==> src/rtl/seg7_scan_ctrl_pkg.sv <==
// rtl/seg7_scan_ctrl_pkg.sv - shared constants and helpers for the 7-segment scan controller
package seg7_scan_ctrl_pkg;

  localparam int NUM_DIGITS = 4;
  localparam logic [3:0] SA_OFF = 4'b1111;

  // Scan states: display off, blanking gap at slot start, digit driven.
  typedef logic [1:0] state_t;
  localparam state_t ST_OFF    = 2'd0;
  localparam state_t ST_GAP_PH = 2'd1;
  localparam state_t ST_DRIVE  = 2'd2;

  // Digits 3..1 are blanked while they and every higher digit are zero and their
  // own decimal point is unlit; digit 0 always shows.
  function automatic logic [3:0] lead_blank(input logic [15:0] digits, input logic [3:0] dps);
    logic       zero_above;
    logic [3:0] mask;
    mask       = 4'b0000;
    zero_above = 1'b1;
    for (int i = NUM_DIGITS - 1; i >= 1; i--) begin
      zero_above = zero_above & (digits[4*i +: 4] == 4'd0);
      mask[i]    = zero_above & ~dps[i];
    end
    return mask;
  endfunction

endpackage

==> src/rtl/seg7_slot_timer.sv <==
// rtl/seg7_slot_timer.sv - per-slot cycle counter with gap and slot-end strobes
module seg7_slot_timer #(
  parameter int CLK_DIV = 100000,
  parameter int GAP     = 2000
) (
  input  logic clk,
  input  logic rst,
  input  logic run,
  output logic gap_done,
  output logic slot_end,
  output logic pre_end
);

  localparam int CW = $clog2(CLK_DIV);

  logic [CW-1:0] cnt;

  // Count cycles within a slot; held at zero whenever the scan is not running.
  always_ff @(posedge clk) begin
    if (rst || !run) begin
      cnt <= '0;
    end else if (slot_end) begin
      cnt <= '0;
    end else begin
      cnt <= cnt + CW'(1);
    end
  end

  assign gap_done = (cnt == CW'(GAP - 1));
  assign slot_end = (cnt == CW'(CLK_DIV - 1));
  // One cycle ahead of slot_end, so the registered frame pulse lines up with the wrap.
  assign pre_end  = (cnt == CW'(CLK_DIV - 2));

endmodule

==> src/rtl/seg7_scan_ctrl.sv <==
// rtl/seg7_scan_ctrl.sv - four-digit multiplexed 7-segment scan controller
module seg7_scan_ctrl
  import seg7_scan_ctrl_pkg::*;
#(
  parameter int CLK_DIV = 100000,
  parameter int GAP     = 2000,
  parameter int LZB     = 1
) (
  input  logic        clk,
  input  logic        rst,
  input  logic        en,
  input  logic [15:0] data,
  input  logic [3:0]  dp_in,
  input  logic        load,
  output logic        pending,
  output logic [3:0]  count,
  output logic [3:0]  sa,
  output logic        dp,
  output logic        frame
);

  state_t      st;
  logic [1:0]  idx;
  logic [1:0]  next_idx;
  logic [15:0] sh, pd, sh_nx;
  logic [3:0]  sh_dp, pd_dp, shdp_nx;
  logic [3:0]  blank;
  logic        run, bnd;
  logic        gap_done, slot_end, pre_end;

  assign run      = (st != ST_OFF) && en;
  assign next_idx = idx + 2'd1;
  // Frame boundary: the 3->0 wrap, or leaving OFF (so a value loaded while off shows at once).
  assign bnd      = en && ((st == ST_OFF) || ((st == ST_DRIVE) && slot_end && (idx == 2'd3)));
  assign blank    = (LZB != 0) ? lead_blank(sh, sh_dp) : 4'b0000;

  seg7_slot_timer #(.CLK_DIV(CLK_DIV), .GAP(GAP)) u_timer (
    .clk      (clk),
    .rst      (rst),
    .run      (run),
    .gap_done (gap_done),
    .slot_end (slot_end),
    .pre_end  (pre_end)
  );

  // Shadow value as it will be after this edge; a load on a boundary bypasses pending.
  always_comb begin
    sh_nx   = sh;
    shdp_nx = sh_dp;
    if (bnd) begin
      if (load) begin
        sh_nx   = data;
        shdp_nx = dp_in;
      end else if (pending) begin
        sh_nx   = pd;
        shdp_nx = pd_dp;
      end
    end
  end

  // Double-buffered display value: loads park in pending until a frame boundary.
  always_ff @(posedge clk) begin
    if (rst) begin
      sh      <= '0;
      sh_dp   <= '0;
      pd      <= '0;
      pd_dp   <= '0;
      pending <= 1'b0;
    end else begin
      sh    <= sh_nx;
      sh_dp <= shdp_nx;
      if (bnd) begin
        pending <= 1'b0;
      end else if (load) begin
        pd      <= data;
        pd_dp   <= dp_in;
        pending <= 1'b1;
      end
    end
  end

  // Scan sequencing with registered digit select, code, decimal point and frame pulse.
  always_ff @(posedge clk) begin
    if (rst) begin
      st    <= ST_OFF;
      idx   <= 2'd0;
      count <= 4'd0;
      sa    <= SA_OFF;
      dp    <= 1'b1;
      frame <= 1'b0;
    end else if (!en) begin
      st    <= ST_OFF;
      idx   <= 2'd0;
      sa    <= SA_OFF;
      dp    <= 1'b1;
      frame <= 1'b0;
    end else begin
      case (st)
        ST_OFF: begin
          st    <= ST_GAP_PH;
          idx   <= 2'd0;
          count <= sh_nx[3:0];
          sa    <= SA_OFF;
          dp    <= 1'b1;
          frame <= 1'b0;
        end
        ST_GAP_PH: begin
          frame <= pre_end && (idx == 2'd3);
          if (gap_done) begin
            st <= ST_DRIVE;
            sa <= blank[idx] ? SA_OFF : ~(4'b0001 << idx);
            dp <= ~sh_dp[idx];
          end
        end
        ST_DRIVE: begin
          frame <= pre_end && (idx == 2'd3);
          if (slot_end) begin
            st    <= ST_GAP_PH;
            idx   <= next_idx;
            count <= sh_nx[{next_idx, 2'b00} +: 4];
            sa    <= SA_OFF;
            dp    <= 1'b1;
          end
        end
        default: begin
          st  <= ST_OFF;
          idx <= 2'd0;
          sa  <= SA_OFF;
          dp  <= 1'b1;
        end
      endcase
    end
  end

endmodule

==> config.mk <==
export PLATFORM = sky130hd
export DESIGN_NAME = seg7_scan_ctrl
export DESIGN_NICKNAME = d
export VERILOG_FILES = /design/src/rtl/seg7_scan_ctrl_pkg.sv /design/src/rtl/seg7_slot_timer.sv /design/src/rtl/seg7_scan_ctrl.sv
export SDC_FILE = /design/constraint.sdc
export NUM_CORES = 1
export LEC_CHECK = 0
export ABC_CLOCK_PERIOD_IN_PS = 5300
export CORE_MARGIN = 2
export CORE_UTILIZATION = 45
export CTS_CLUSTER_SIZE = 25
export DETAILED_ROUTE_END_ITERATION = 16
export GPL_ROUTABILITY_DRIVEN = 0
export HOLD_SLACK_MARGIN = 0.12
export PLACE_DENSITY = 0.74
export SYNTH_ARGS = -nofsm -noshare
export SYNTH_HDL_FRONTEND = slang
export SYNTH_SLANG_ARGS = --single-unit
==> constraint.sdc <==
create_clock -name clk -period 5.3 [get_ports clk]
set_input_delay 1.325 -clock clk [delete_from_list [all_inputs] [get_ports clk]]
set_output_delay 1.325 -clock clk [all_outputs]
set_load 0.02 [all_outputs]
# Word-level counts from Yosys, hierarchy flattened
# Cells that the tools add are included.
# W data, S select, Z words.
word_totals:
  elab_cells: 87
  output_inout_bits: 11
  input_bits: 24
  ff_bits: 72
op_classes:
  add_sub_neg: 2
  n_eq_ne: 8
  n_mux: 24
  bitwise_logic: 13
  shifts: 2
  n_reduce_logical: 25
  n_lt_le_gt_ge: 1
ops:
  columns: ["cell", "count"]
  rows:
  - ["$mux W16", 3]
  - ["$eq A17 B17 Y1 const B", 2]
  - ["$mux W4", 6]
  - ["$add A17 B1 Y17 const B", 1]
  - ["$eq A17 B11 Y1 const B", 1]
  - ["$pmux W4 S2", 2]
  - ["$shiftx A16 B5 Y4", 1]
  - ["$logic_not A4 Y1", 3]
  - ["$reduce_and A2 Y1", 4]
  - ["$reduce_bool A2 Y1", 4]
  - ["$reduce_or A2 Y1", 4]
  - ["$not A1 Y1", 7]
  - ["$mux W2", 3]
  - ["$pmux W2 S3", 1]
  - ["$and A1 B1 Y1", 5]
  - ["$logic_and A1 B1 Y1", 5]
  - ["$bmux W1 S2", 2]
  - ["$eq A2 B2 Y1 const B", 2]
  - ["$mux W1", 4]
  - ["$ne A2 B2 Y1 const B", 2]
  - ["$not A4 Y4", 1]
  - ["$pmux W1 S2", 2]
  - ["$pmux W2 S2", 1]
  - ["$shl A1 B2 Y4 const A", 1]
  - ["7 further kinds", 8]

# Longest topological paths before layout
# Gate-level depths: netlist of the first run.
logic_depth:
  ltp_word: 9
  mapped_depth: 10

# Modules after synthesis
# From an unflattened synthesis of the first run, not the netlist that was laid out.
hier_totals:
  cells_unflattened: 465
  area_unflattened_um2: 3767.4
by_module_without_submodules:
  columns: ["module", "n_inst", "cells_each", "seq_area_each_um2", "area_per_inst_um2"]
  rows:
  - ["seg7_scan_ctrl", 1, 372, 1101.1, 2951.6]
  - ["seg7_slot_timer", 1, 93, 340.3, 815.8]

# Worst setup path before layout of the first run
# No wires, ideal clock.
synth_timing:
  kind: "input port to flip-flop"
  start: "input load"
  end: "register count[1]"
  arrival_time_ns: 2.699
  required_time_ns: 5.236
  path_stages: 7
  path_slack_ns: 2.537
  path_cell_list: "clkbuf_1 > inv_1 > o41ai_4 > a22oi_2 > a32oi_1 > o22ai_1 > nor2_1"
synth_between:
  elab_chain_len: 5
synth_lines:
  columns: ["item", "line_no", "rtl"]
  rows:
  - ["from (decl)", "seg7_scan_ctrl.sv:14", "input logic load,"]
  - ["$mux W16 (*)", "seg7_scan_ctrl.sv:51", "if (load) begin"]
  - ["$mux W16 (*)", "seg7_scan_ctrl.sv:50", "if (bnd) begin"]
  - ["$shiftx A16 B5 Y4", "seg7_scan_ctrl.sv:120", "count <= sh_nx[{next_idx, 2'b00} +: 4];"]
  - ["$mux W4", "seg7_scan_ctrl.sv:117", "if (slot_end) begin"]
  - ["$pmux W4 S2 (*)", "seg7_scan_ctrl.sv:98", "case (st)"]
  - ["to (signal assigned)", "seg7_scan_ctrl.sv:102", "count <= sh_nx[3:0];"]
  - ["to (signal assigned)", "seg7_scan_ctrl.sv:120", null]
  - ["to (decl)", "seg7_scan_ctrl.sv:16", "output logic [3:0] count,"]
# Mark *: on every way between the ends. The rest lies on a longest branch, timed or not. The select of a mux whose other input is x is not followed.
# A chain may end at the register's enable or synchronous reset.

# Worst setup path in the final report of the first run
layout_timing:
  start: "input en"
  end: "register pd[6]"
layout_between:
  elab_chain_len: 3
layout_lines:
  columns: ["item", "line_no", "rtl"]
  rows:
  - ["from (decl)", "seg7_scan_ctrl.sv:11", "input logic en,"]
  - ["$logic_and A1 B1 Y1", "seg7_scan_ctrl.sv:34", "assign bnd = en && ((st == ST_OFF) || ((st == ST_DRIVE) && slot_end && (idx == 2'd3)));"]
  - ["$not A1 Y1 (no source line)", null, null]
  - ["$reduce_and A2 Y1 (no source line)", null, null]
  - ["to (signal assigned)", "seg7_scan_ctrl.sv:75", "pd <= data;"]
  - ["to (decl)", "seg7_scan_ctrl.sv:25", "logic [15:0] sh, pd, sh_nx;"]
# No other way between the ends.

==> results.py, run 1 <==
metrics = {
    "power_and_ir_drop": {
        "power.total_uw": 1150,
        "switching_power_uw": 313,
        "clock_power_share_pct": 37.9,
        "p_seq_share_pct": 50.4,
        "ir_worst_vdd_mv": 0.128,
        "p_int_uw": 835,
        "comb_power_share_pct": 11.7,
        "p_leak_uw": 0.00141,
        "p_sw_share_pct": 27.2,
        "powerDensity_nw_per_um2": 280,
    },
    "logic_synthesis": {
        "ys_seq_area_share_pct": 41.1,
        "synthArstFlopShare_pct": 0,
        "yosys_warnings": 0,
        "syn_nets": 450,
        "synth-seq-cells": 72,
        "synth_flop_cell": "dfxtp_1",
        "synth_area_sq_um": 3510,
        "synth.distinct_cells": 55,
        "avgSynthCellArea_sq_um": 8.44,
        "synth_edf_count": 0,
        "syn_inst": 416,
    },
    "routing": {
        "via_count": 3204,
        "viasPerCell": 5.83,
        "drt-pass1-iter-count": 5,
        "drc_errors": 0,
        "drt_wl_total_um": 8730,
        "ant_nets": 0,
        "drtIter0Drc": 280,
        "wire_per_inst_um": 15.9,
    },
    "setup_path": {
        "path_delay_family": "simple AND/OR/NAND/NOR gates",
        "crit_start": "en",
        "required_ns": 5.50,
        "reg2reg_slack_ns": 2.13,
        "r2r-end": "pd[6]",
        "crit_slowest_cell": "o31a_1",
        "path_cells": "clkdlybuf4s50_1 -> nand3_1 -> o31a_1 -> nand2_1 -> nand2_1 -> a21oi_1",
        "path_class": "in2reg",
        "reg2reg_depth": 7,
        "setup.worst_path.end": "pd[6]",
        "worstPathArrival_ns": 4.05,
        "cp-end-kind": "register",
        "cp.depth": 6,
        "cpPeakStageDelay_ns": 0.87,
        "cpMostUsedCell": "nand2_1",
        "rr_startpoint": "st[0]",
        "cp-start-kind": "input port",
        "critPathMaxFanout": 22,
        "crit_buf_inv": 1,
    },
    "global_route": {
        "overflow": 0,
        "grt_pass1_wl_um": 15000,
        "grt_use_met2_pct": 34.2,
        "grt_max_degree": 25,
        "grt_pass1_vias": 3121,
        "top_usage_layer": "met2",
        "grtUsageTotal_pct": 22.0,
        "antenna_found_initial": 0,
        "gr-usage-met1_pct": 30.4,
        "use_met3_pct": 3.74,
    },
    "die": {
        "io_pins": 35,
        "start_util_pct": 45.9,
        "dieArea_sq_um": 8520,
        "die_y_um": 92.3,
        "die_w_um": 92.3,
        "fp.coreArea_sq_um": 7650,
        "row_count": 32,
    },
    "cells_and_area": {
        "diodes": 0,
        "fillerInstances": 679,
        "final_common_cell": "dfxtp_1",
        "final_cell_count_no_fill": 550,
        "drive_gt1_share_pct": 7.59,
        "nNetsFinal": 477,
        "area_growth_pct": 16.9,
        "final_cell_mix": "dfxtp_1 (72), nand2_1 (71), clkdlybuf4s50_1 (34), a21oi_1 (33), nor2_1 (32)",
    },
    "sta": {
        "tns_ns": 0,
        "rsz0062_at_grt": "no",
        "hold_viol_final": 0,
        "fin_crit_sh_pct": 72.6,
        "relSlewSlack_pct": 30.9,
        "fin_worst_skew_ns": 0.0162,
        "drv_slew": 0,
        "fmax_ghz": 0.260,
        "setup_viol": 0,
        "finalWorstSetupSlack_ns": 1.45,
        "fin_crit_ns": 3.85,
        "tightest_slew_ns": 1.04,
    },
    "job": {
        "max-cap-violations": 0,
    },
    "clock_network": {
        "cts.htree.levels": 3,
        "path_clk_slew_ns": 0.08,
        "cts_tree": "yes",
        "cts_setup_buffers": 0,
        "insertion_delay_ns": 0.35,
        "cts.path.max_buffers": 2,
        "cts-buffers-inserted": 9,
        "cts-resized-gates": 0,
        "cts_root_buf": "clkbuf_8",
        "cts_hold_buffers": 0,
        "cts_sinks": 72,
    },
    "placed_design": {
        "port_buffers": 34,
        "dp.cells": 534,
        "hpwl_um": 6140,
        "dp_slack_ns": 1.12,
    },
    "worst_hold_path": {
        "hold_class": "reg2reg",
    },
    "status": {
        "status": "finished clean",
    },
}
## registers in the layout (all words and copies together) (netlist names)
| signal | cells |
|---|---|
| sh_dp | 4 |
| dp | 1 |
| st | 2 |
| frame | 1 |
| u_timer.cnt | 17 |
| pd_dp | 4 |
| count | 4 |
| pd | 16 |
| idx | 2 |
| sh | 16 |
| pending | 1 |
| sa | 4 |
## synthesized netlist by cell type, types with 3 or more instances
cell       count  share of area, %
nand3_1       13               1.9
nand4_1       15               2.7
nor4_1         3              0.53
or3_1          6               1.1
a32oi_1       13               3.2
a22oi_1        3              0.64
and3_1         5              0.89
nor2_1        32               3.4
o2bb2ai_1      3              0.75
a21oi_1       33               4.7
and2_1         4              0.71
xor2_1         7               1.7
inv_1         12               1.3
o21ai_0        5              0.71
nand2_1       71               7.6
dfxtp_1       72                41
nor3_1         3              0.43
mux2i_1        5               1.4
or4_1          3              0.64
a211oi_1       5               1.1
buf_1          3              0.32
xnor2_1        4               1.0
nand2b_1       3              0.53
o22ai_1        6               1.1
o21ai_1        4              0.57
clkbuf_1      15               1.6
a21o_1         3              0.64
ha_1          10               3.6
nor2b_1        5              0.89
a31oi_1       15               2.7
## layer usage
layer / routed length, um / vias up
met1: 4180 / 1522
met5: 0 / -
met2: 3980 / 96
li1: - / 1570
met4: 172 / 0
met3: 392 / 16
## area by class of cell
cell class	instances	area, sq um	area share [%]
multi-input cells	308	1910	46.6
flip-flops and latches	72	1440	35.1
repair buffers	39	378	9.21
well taps	102	128	3.11
clock buffers	9	124	3.02
clock inverters	7	72.6	1.77
inverters	13	48.8	1.19
## power by group through the flow
stage          Sequential (uW)  Combinational [uW]  Clock (uW)
3_5_place_dp               590                 132           0
5_1_grt                    581                 146         466
4_1_cts                    578                 133         439
3_3_place_gp               590                 129           0
6_report                   579                 134         435
2_1_floorplan              587                85.9           0
## how the worst min path moves through the flow
stage	depth (start not counted)	slack (ns)	to	start
after floorplan	2	0.43	pd[12]	pd[12]
after global placement	2	0.44	pd[12]	pd[12]
after detailed placement	2	0.45	frame	frame
after CTS	2	0.46	pd_dp[2]	pd_dp[2]
after global routing	2	0.47	pd[13]	pd[13]
final	2	0.45	frame	frame
## worst min-delay path: cells and delay by family, from the launching register on
family / cells / cell delay [ns]
AO/OA/AOI/OAI: 1 / 0.05
flip-flops: 1 / 0.32
AND/OR/NAND/NOR: 1 / 0.05
## per-stage QoR
stage	hold WS [ns]	util (%)	area [sq um]
2_1_floorplan	0.431	-	3510
3_3_place_gp	0.438	51.1	3910
3_5_place_dp	0.447	51.1	3910
4_1_cts	0.459	53.7	4100
5_1_grt	0.471	53.7	4100
6_report	0.454	53.7	4100
## logic make-up (layout without fill, tap and decap cells)
group	count (synthesis)	count (layout)	share of synthesized area, %
AO/OA/AOI/OAI	109	109	22.4
AND/OR/NAND/NOR	172	172	23.7
XOR/XNOR	11	11	2.75
adder cells (fa/ha/maj)	10	10	3.57
multiplexers	6	6	2.07
flip-flops	72	72	41.1
buffers and inverters	36	68	4.46
Power figures use the tool's default switching activity.
==> run 2, diff against run 1 <==
--- a/config.mk
+++ b/config.mk
@@ -5,7 +5,7 @@
 export SDC_FILE = /design/constraint.sdc
 export NUM_CORES = 1
 export LEC_CHECK = 0
-export ABC_CLOCK_PERIOD_IN_PS = 5300
+export ABC_CLOCK_PERIOD_IN_PS = 3850
 export CORE_MARGIN = 2
 export CORE_UTILIZATION = 45
 export CTS_CLUSTER_SIZE = 25
==> constraint.sdc (replaced) <==
create_clock -name clk -period 3.85 [get_ports clk]
set_input_delay 0.9625 -clock clk [delete_from_list [all_inputs] [get_ports clk]]
set_output_delay 0.9625 -clock clk [all_outputs]
set_load 0.02 [all_outputs]
==> run 2 against run 1 <==
Highest routed layer unchanged. Global-route usage fell by 0.21 points. First-iteration DRC count grew 1.8%. Combinational power is 42% higher. Sequential share of layout area decreased by 0.45 points. Utilization rose by 0.70 points. Critical path depth grew 1. Register-to-register slack worse by 1.2 ns. Routed wire length rose by 1.6%. Die area unchanged. Setup slack lost 0.66 ns. Hold slack gained 0.0013 ns.
==> results.py, run 2 (same netlist as run 1, synthesis figures left out) <==
metrics = {
    "global_route": {
        "grt_max_degree": 44,
        "grt_pass1_vias": 3041,
        "overflow": 0,
        "grtUsageTotal_pct": 21.8,
        "antenna_found_initial": 0,
        "grt_pass1_wl_um": 14800,
    },
    "routing": {
        "drtIter0Drc": 285,
        "ant_nets": 0,
        "drt_wl_total_um": 8870,
        "drt-pass1-iter-count": 6,
        "drc_errors": 0,
        "via_count": 3288,
        "wire_per_inst_um": 16.0,
        "viasPerCell": 5.95,
    },
    "clock_network": {
        "cts_hold_buffers": 0,
        "cts_setup_buffers": 0,
        "cts_sinks": 72,
        "insertion_delay_ns": 0.35,
        "cts_root_buf": "clkbuf_8",
        "cts-buffers-inserted": 9,
        "cts.path.max_buffers": 2,
        "cts-resized-gates": 0,
        "cts_tree": "yes",
        "cts.htree.levels": 3,
        "path_clk_slew_ns": 0.07,
    },
    "sta": {
        "hold_viol_final": 0,
        "relSlewSlack_pct": 43.4,
        "drv_slew": 0,
        "fmax_ghz": 0.328,
        "tns_ns": 0,
        "fin_crit_ns": 3.05,
        "tightest_slew_ns": 0.845,
        "setup_viol": 0,
        "fin_crit_sh_pct": 79.3,
        "fin_worst_skew_ns": 0.00851,
        "rsz0062_at_grt": "no",
    },
    "placed_design": {
        "port_buffers": 34,
        "hpwl_um": 6280,
    },
    "setup_path": {
        "worstPathArrival_ns": 3.27,
        "cp-start-kind": "input port",
        "rr_startpoint": "idx[0]",
        "r2r-end": "pd[2]",
        "reg2reg_depth": 8,
        "reg2reg_slack_ns": 0.94,
        "path_class": "in2reg",
        "critPathMaxFanout": 14,
        "cpPeakStageDelay_ns": 0.67,
        "crit_slowest_cell": "o31ai_4",
        "required_ns": 4.07,
        "crit_start": "en",
        "cp-end-kind": "register",
        "setup.worst_path.end": "pd[2]",
        "path_cells": "clkdlybuf4s50_1 -> nand3_1 -> o31ai_4 -> nor2_1 -> buf_4 -> nand2_1 -> a21oi_1",
    },
    "cells_and_area": {
        "nNetsFinal": 481,
        "multi_input_area_sq_um": 1910,
        "regArea_sq_um": 1440,
        "final_cell_mix": "dfxtp_1 (72), nand2_1 (71), clkdlybuf4s50_1 (34), a21oi_1 (33), nor2_1 (32)",
        "area_growth_pct": 18.5,
        "drive_gt1_share_pct": 7.98,
        "diodes": 0,
        "largest_reg_flops": 17,
        "fillerInstances": 704,
        "top_register": "u_timer.cnt",
        "final_core_util_pct": 54.4,
        "reg_top3": "u_timer.cnt x17, pd x16, sh x16",
        "final_common_cell": "dfxtp_1",
    },
    "die": {
        "dieArea_sq_um": 8520,
        "start_util_pct": 45.9,
        "row_count": 32,
        "io_pins": 35,
        "fp.coreArea_sq_um": 7650,
        "die_y_um": 92.3,
        "die_w_um": 92.3,
    },
    "power_and_ir_drop": {
        "powerDensity_nw_per_um2": 400,
        "p_leak_uw": 0.00145,
        "power.total_uw": 1660,
        "ir_worst_vdd_mv": 0.243,
    },
    "job": {
        "max-cap-violations": 0,
    },
    "status": {
        "status": "finished clean",
    },
    "worst_hold_path": {
        "hold_class": "reg2reg",
        "holdPathStages": 2,
    },
}
run 2: area by class of cell:
class                   instances  share of cell area, %
clock inverters                 3                   1.56
repair buffers                 43                   9.81
clock buffers                  12                   3.73
flip-flops and latches         72                   34.7
multi-input cells             308                   46.0
well taps                     102                   3.07
inverters                      13                   1.17
run 2: routing by layer:
metal / wire (um) / global-route usage (%)
met5: 0 / 0
met4: 87 / 6.97
met3: 576 / 4.96
met2: 4040 / 33.1
met1: 4160 / 30.7
run 2: worst min path at each step:
stage	startpoint	to	slack, ns
CTS	pd[13]	pd[13]	0.45
global placement	pd[12]	pd[12]	0.44
detailed placement	pd[13]	pd[13]	0.44
finish	pd[12]	pd[12]	0.46
global route	frame	frame	0.48
floorplan	pd[12]	pd[12]	0.43
run 2: stage by stage:
step	setup WS [ns]	hold WS, ns	std cells	area, sq um
2_1_floorplan	1.45	0.431	416	3510
3_3_place_gp	0.563	0.439	538	3940
3_5_place_dp	0.503	0.444	538	3940
4_1_cts	0.864	0.454	553	4160
5_1_grt	0.662	0.476	553	4160
6_report	0.798	0.455	553	4160
run 2: critical path: cells and delay by family:
kind                   cells  cell delay, ns
buffers and inverters      2            0.88
AOI/OAI and AO/OA          2            0.72
and+or+nand+nor            3            0.70
run 2: power breakdown:
part / internal [uW] / switching (uW) / leakage (uW) / total (uW)
Sequential: 774 / 22.8 / 0.000586 / 797
Clock: 396 / 279 / 0.000112 / 675
Combinational: 79.8 / 110 / 0.000751 / 190
==> run 3, diff against run 2 <==
--- a/config.mk
+++ b/config.mk
@@ -5,7 +5,7 @@
 export SDC_FILE = /design/constraint.sdc
 export NUM_CORES = 1
 export LEC_CHECK = 0
-export ABC_CLOCK_PERIOD_IN_PS = 3850
+export ABC_CLOCK_PERIOD_IN_PS = 3200
 export CORE_MARGIN = 2
 export CORE_UTILIZATION = 45
 export CTS_CLUSTER_SIZE = 25
==> constraint.sdc (replaced) <==
create_clock -name clk -period 3.2 [get_ports clk]
set_input_delay 0.8 -clock clk [delete_from_list [all_inputs] [get_ports clk]]
set_output_delay 0.8 -clock clk [all_outputs]
set_load 0.02 [all_outputs]
==> run 3 against run 2 <==
Register-to-register slack got worse by 0.39 ns. Clock-buffer cell count did not move. Clock power increased by 15%. Global-route usage is 0.47 points lower. Critical endpoint is now count[1].
==> results.py, run 3 (same netlist as run 1, synthesis figures left out) <==
metrics = {
    "routing": {
        "drt-pass1-iter-count": 5,
        "viasPerCell": 5.81,
        "drc_errors": 0,
        "wire_per_inst_um": 15.5,
        "via_count": 3234,
        "drtIter0Drc": 294,
        "ant_nets": 0,
        "drt_wl_total_um": 8650,
    },
    "cells_and_area": {
        "drive_gt1_share_pct": 9.01,
        "final_cell_mix": "dfxtp_1 (72), nand2_1 (71), clkdlybuf4s50_1 (34), a21oi_1 (33), nor2_1 (32)",
        "final_cell_count_no_fill": 557,
        "area_growth_pct": 19.0,
        "reg_top3": "u_timer.cnt x17, pd x16, sh x16",
        "nNetsFinal": 484,
        "fillerInstances": 701,
        "final_common_cell": "dfxtp_1",
        "top_register": "u_timer.cnt",
        "largest_reg_flops": 17,
        "diodes": 0,
        "final_core_util_pct": 54.6,
    },
    "setup_path": {
        "critPathMaxFanout": 11,
        "cp-start-kind": "input port",
        "path_delay_family": "compound AO/OA/AOI/OAI gates",
        "path_class": "in2reg",
        "path_cells": "clkdlybuf4s50_1 -> nand3_1 -> o31ai_4 -> buf_4 -> a32oi_1 -> a32oi_1 -> o22ai_1 -> nor2_1",
        "crit_buf_inv": 2,
        "worstPathArrival_ns": 3.10,
        "required_ns": 3.49,
        "crit_slowest_cell": "clkdlybuf4s50_1",
        "cpMostUsedCell": "a32oi_1",
        "cpPeakStageDelay_ns": 0.57,
        "cp-end-kind": "register",
    },
    "clock_network": {
        "cts.path.max_buffers": 2,
        "cts_setup_buffers": 0,
        "cts-buffers-inserted": 9,
        "cts_hold_buffers": 0,
        "cts.htree.levels": 3,
        "cts-resized-gates": 0,
        "cts_tree": "yes",
        "path_clk_slew_ns": 0.08,
        "cts_sinks": 72,
        "insertion_delay_ns": 0.35,
        "cts_root_buf": "clkbuf_8",
    },
    "global_route": {
        "top_usage_layer": "met2",
        "overflow": 0,
        "grtUsageTotal_pct": 21.3,
        "grt_pass1_wl_um": 14600,
        "grt_max_degree": 42,
        "use_met3_pct": 5.21,
        "grt_use_met2_pct": 31.8,
        "grt_pass1_vias": 3016,
        "antenna_found_initial": 0,
        "gr-usage-met1_pct": 30.3,
    },
    "placed_design": {
        "port_buffers": 34,
        "dp.cells": 541,
        "hpwl_um": 6370,
    },
    "sta": {
        "tns_ns": 0,
        "rsz0062_at_grt": "no",
        "relSlewSlack_pct": 38.8,
        "setup_viol": 0,
        "fin_crit_sh_pct": 87.8,
        "hold_viol_final": 0,
        "fin_crit_ns": 2.81,
        "fin_worst_skew_ns": 0.0125,
        "tightest_slew_ns": 0.914,
        "fmax_ghz": 0.356,
        "drv_slew": 0,
    },
    "die": {
        "io_pins": 35,
        "dieArea_sq_um": 8520,
        "start_util_pct": 45.9,
        "die_w_um": 92.3,
        "die_y_um": 92.3,
        "fp.coreArea_sq_um": 7650,
        "row_count": 32,
    },
    "worst_hold_path": {
        "hold_class": "reg2reg",
    },
    "power_and_ir_drop": {
        "p_leak_uw": 0.00146,
        "ir_worst_vdd_mv": 0.203,
        "powerDensity_nw_per_um2": 469,
    },
    "status": {
        "status": "finished clean",
    },
    "job": {
        "max-cap-violations": 0,
    },
}
run 3: worst paths after layout:
check	to	cells past startpoint	slack (ns)	from
max	count[1]	8	0.39	en
min	frame	2	0.45	frame
max reg2reg	count[1]	9	0.55	u_timer.cnt[0]
min reg2reg	frame	2	0.45	frame
run 3: layer usage:
| metal | wire length [um] | vias up |
|---|---|---|
| li1 | - | 1593 |
| met1 | 4050 | 1492 |
| met2 | 3820 | 127 |
| met3 | 648 | 22 |
| met4 | 128 | 0 |
| met5 | 0 | - |
run 3: worst register-to-register path: cells and delay by family, from the launching register on:
family / cells / cell delay, ns
flops: 1 / 0.39
compound gates: 4 / 1.09
fa+ha+maj: 1 / 0.23
buf+inv: 1 / 0.27
simple gates: 3 / 0.61
run 3: layout make-up:
class / instances / area [sq um] / area share (%)
Timing Repair Buffer: 46 / 430 / 10.3
Clock inverter: 4 / 51.3 / 1.23
Sequential cell: 72 / 1440 / 34.5
Clock buffer: 12 / 165 / 3.95
Tap cell: 102 / 128 / 3.06
Multi-Input combinational cell: 308 / 1910 / 45.8
Inverter: 13 / 48.8 / 1.17
run 3: through the flow:
step	setup slack [ns]	hold WS (ns)	area (sq um)	total power [uW]
6_report	0.391	0.453	4180	1960
2_1_floorplan	0.962	0.431	3510	1120
4_1_cts	0.436	0.456	4180	1970
3_5_place_dp	0.0813	0.445	3960	1200
5_1_grt	0.263	0.476	4180	2030
3_3_place_gp	0.180	0.442	3960	1200
run 3: report_power, final:
part / leakage (uW) / switching (uW) / total [uW] / internal [uW]
clock: 0.000109 / 349 / 773 / 424
combinational: 0.000766 / 129 / 226 / 97.5
sequential: 0.000586 / 27.5 / 959 / 931
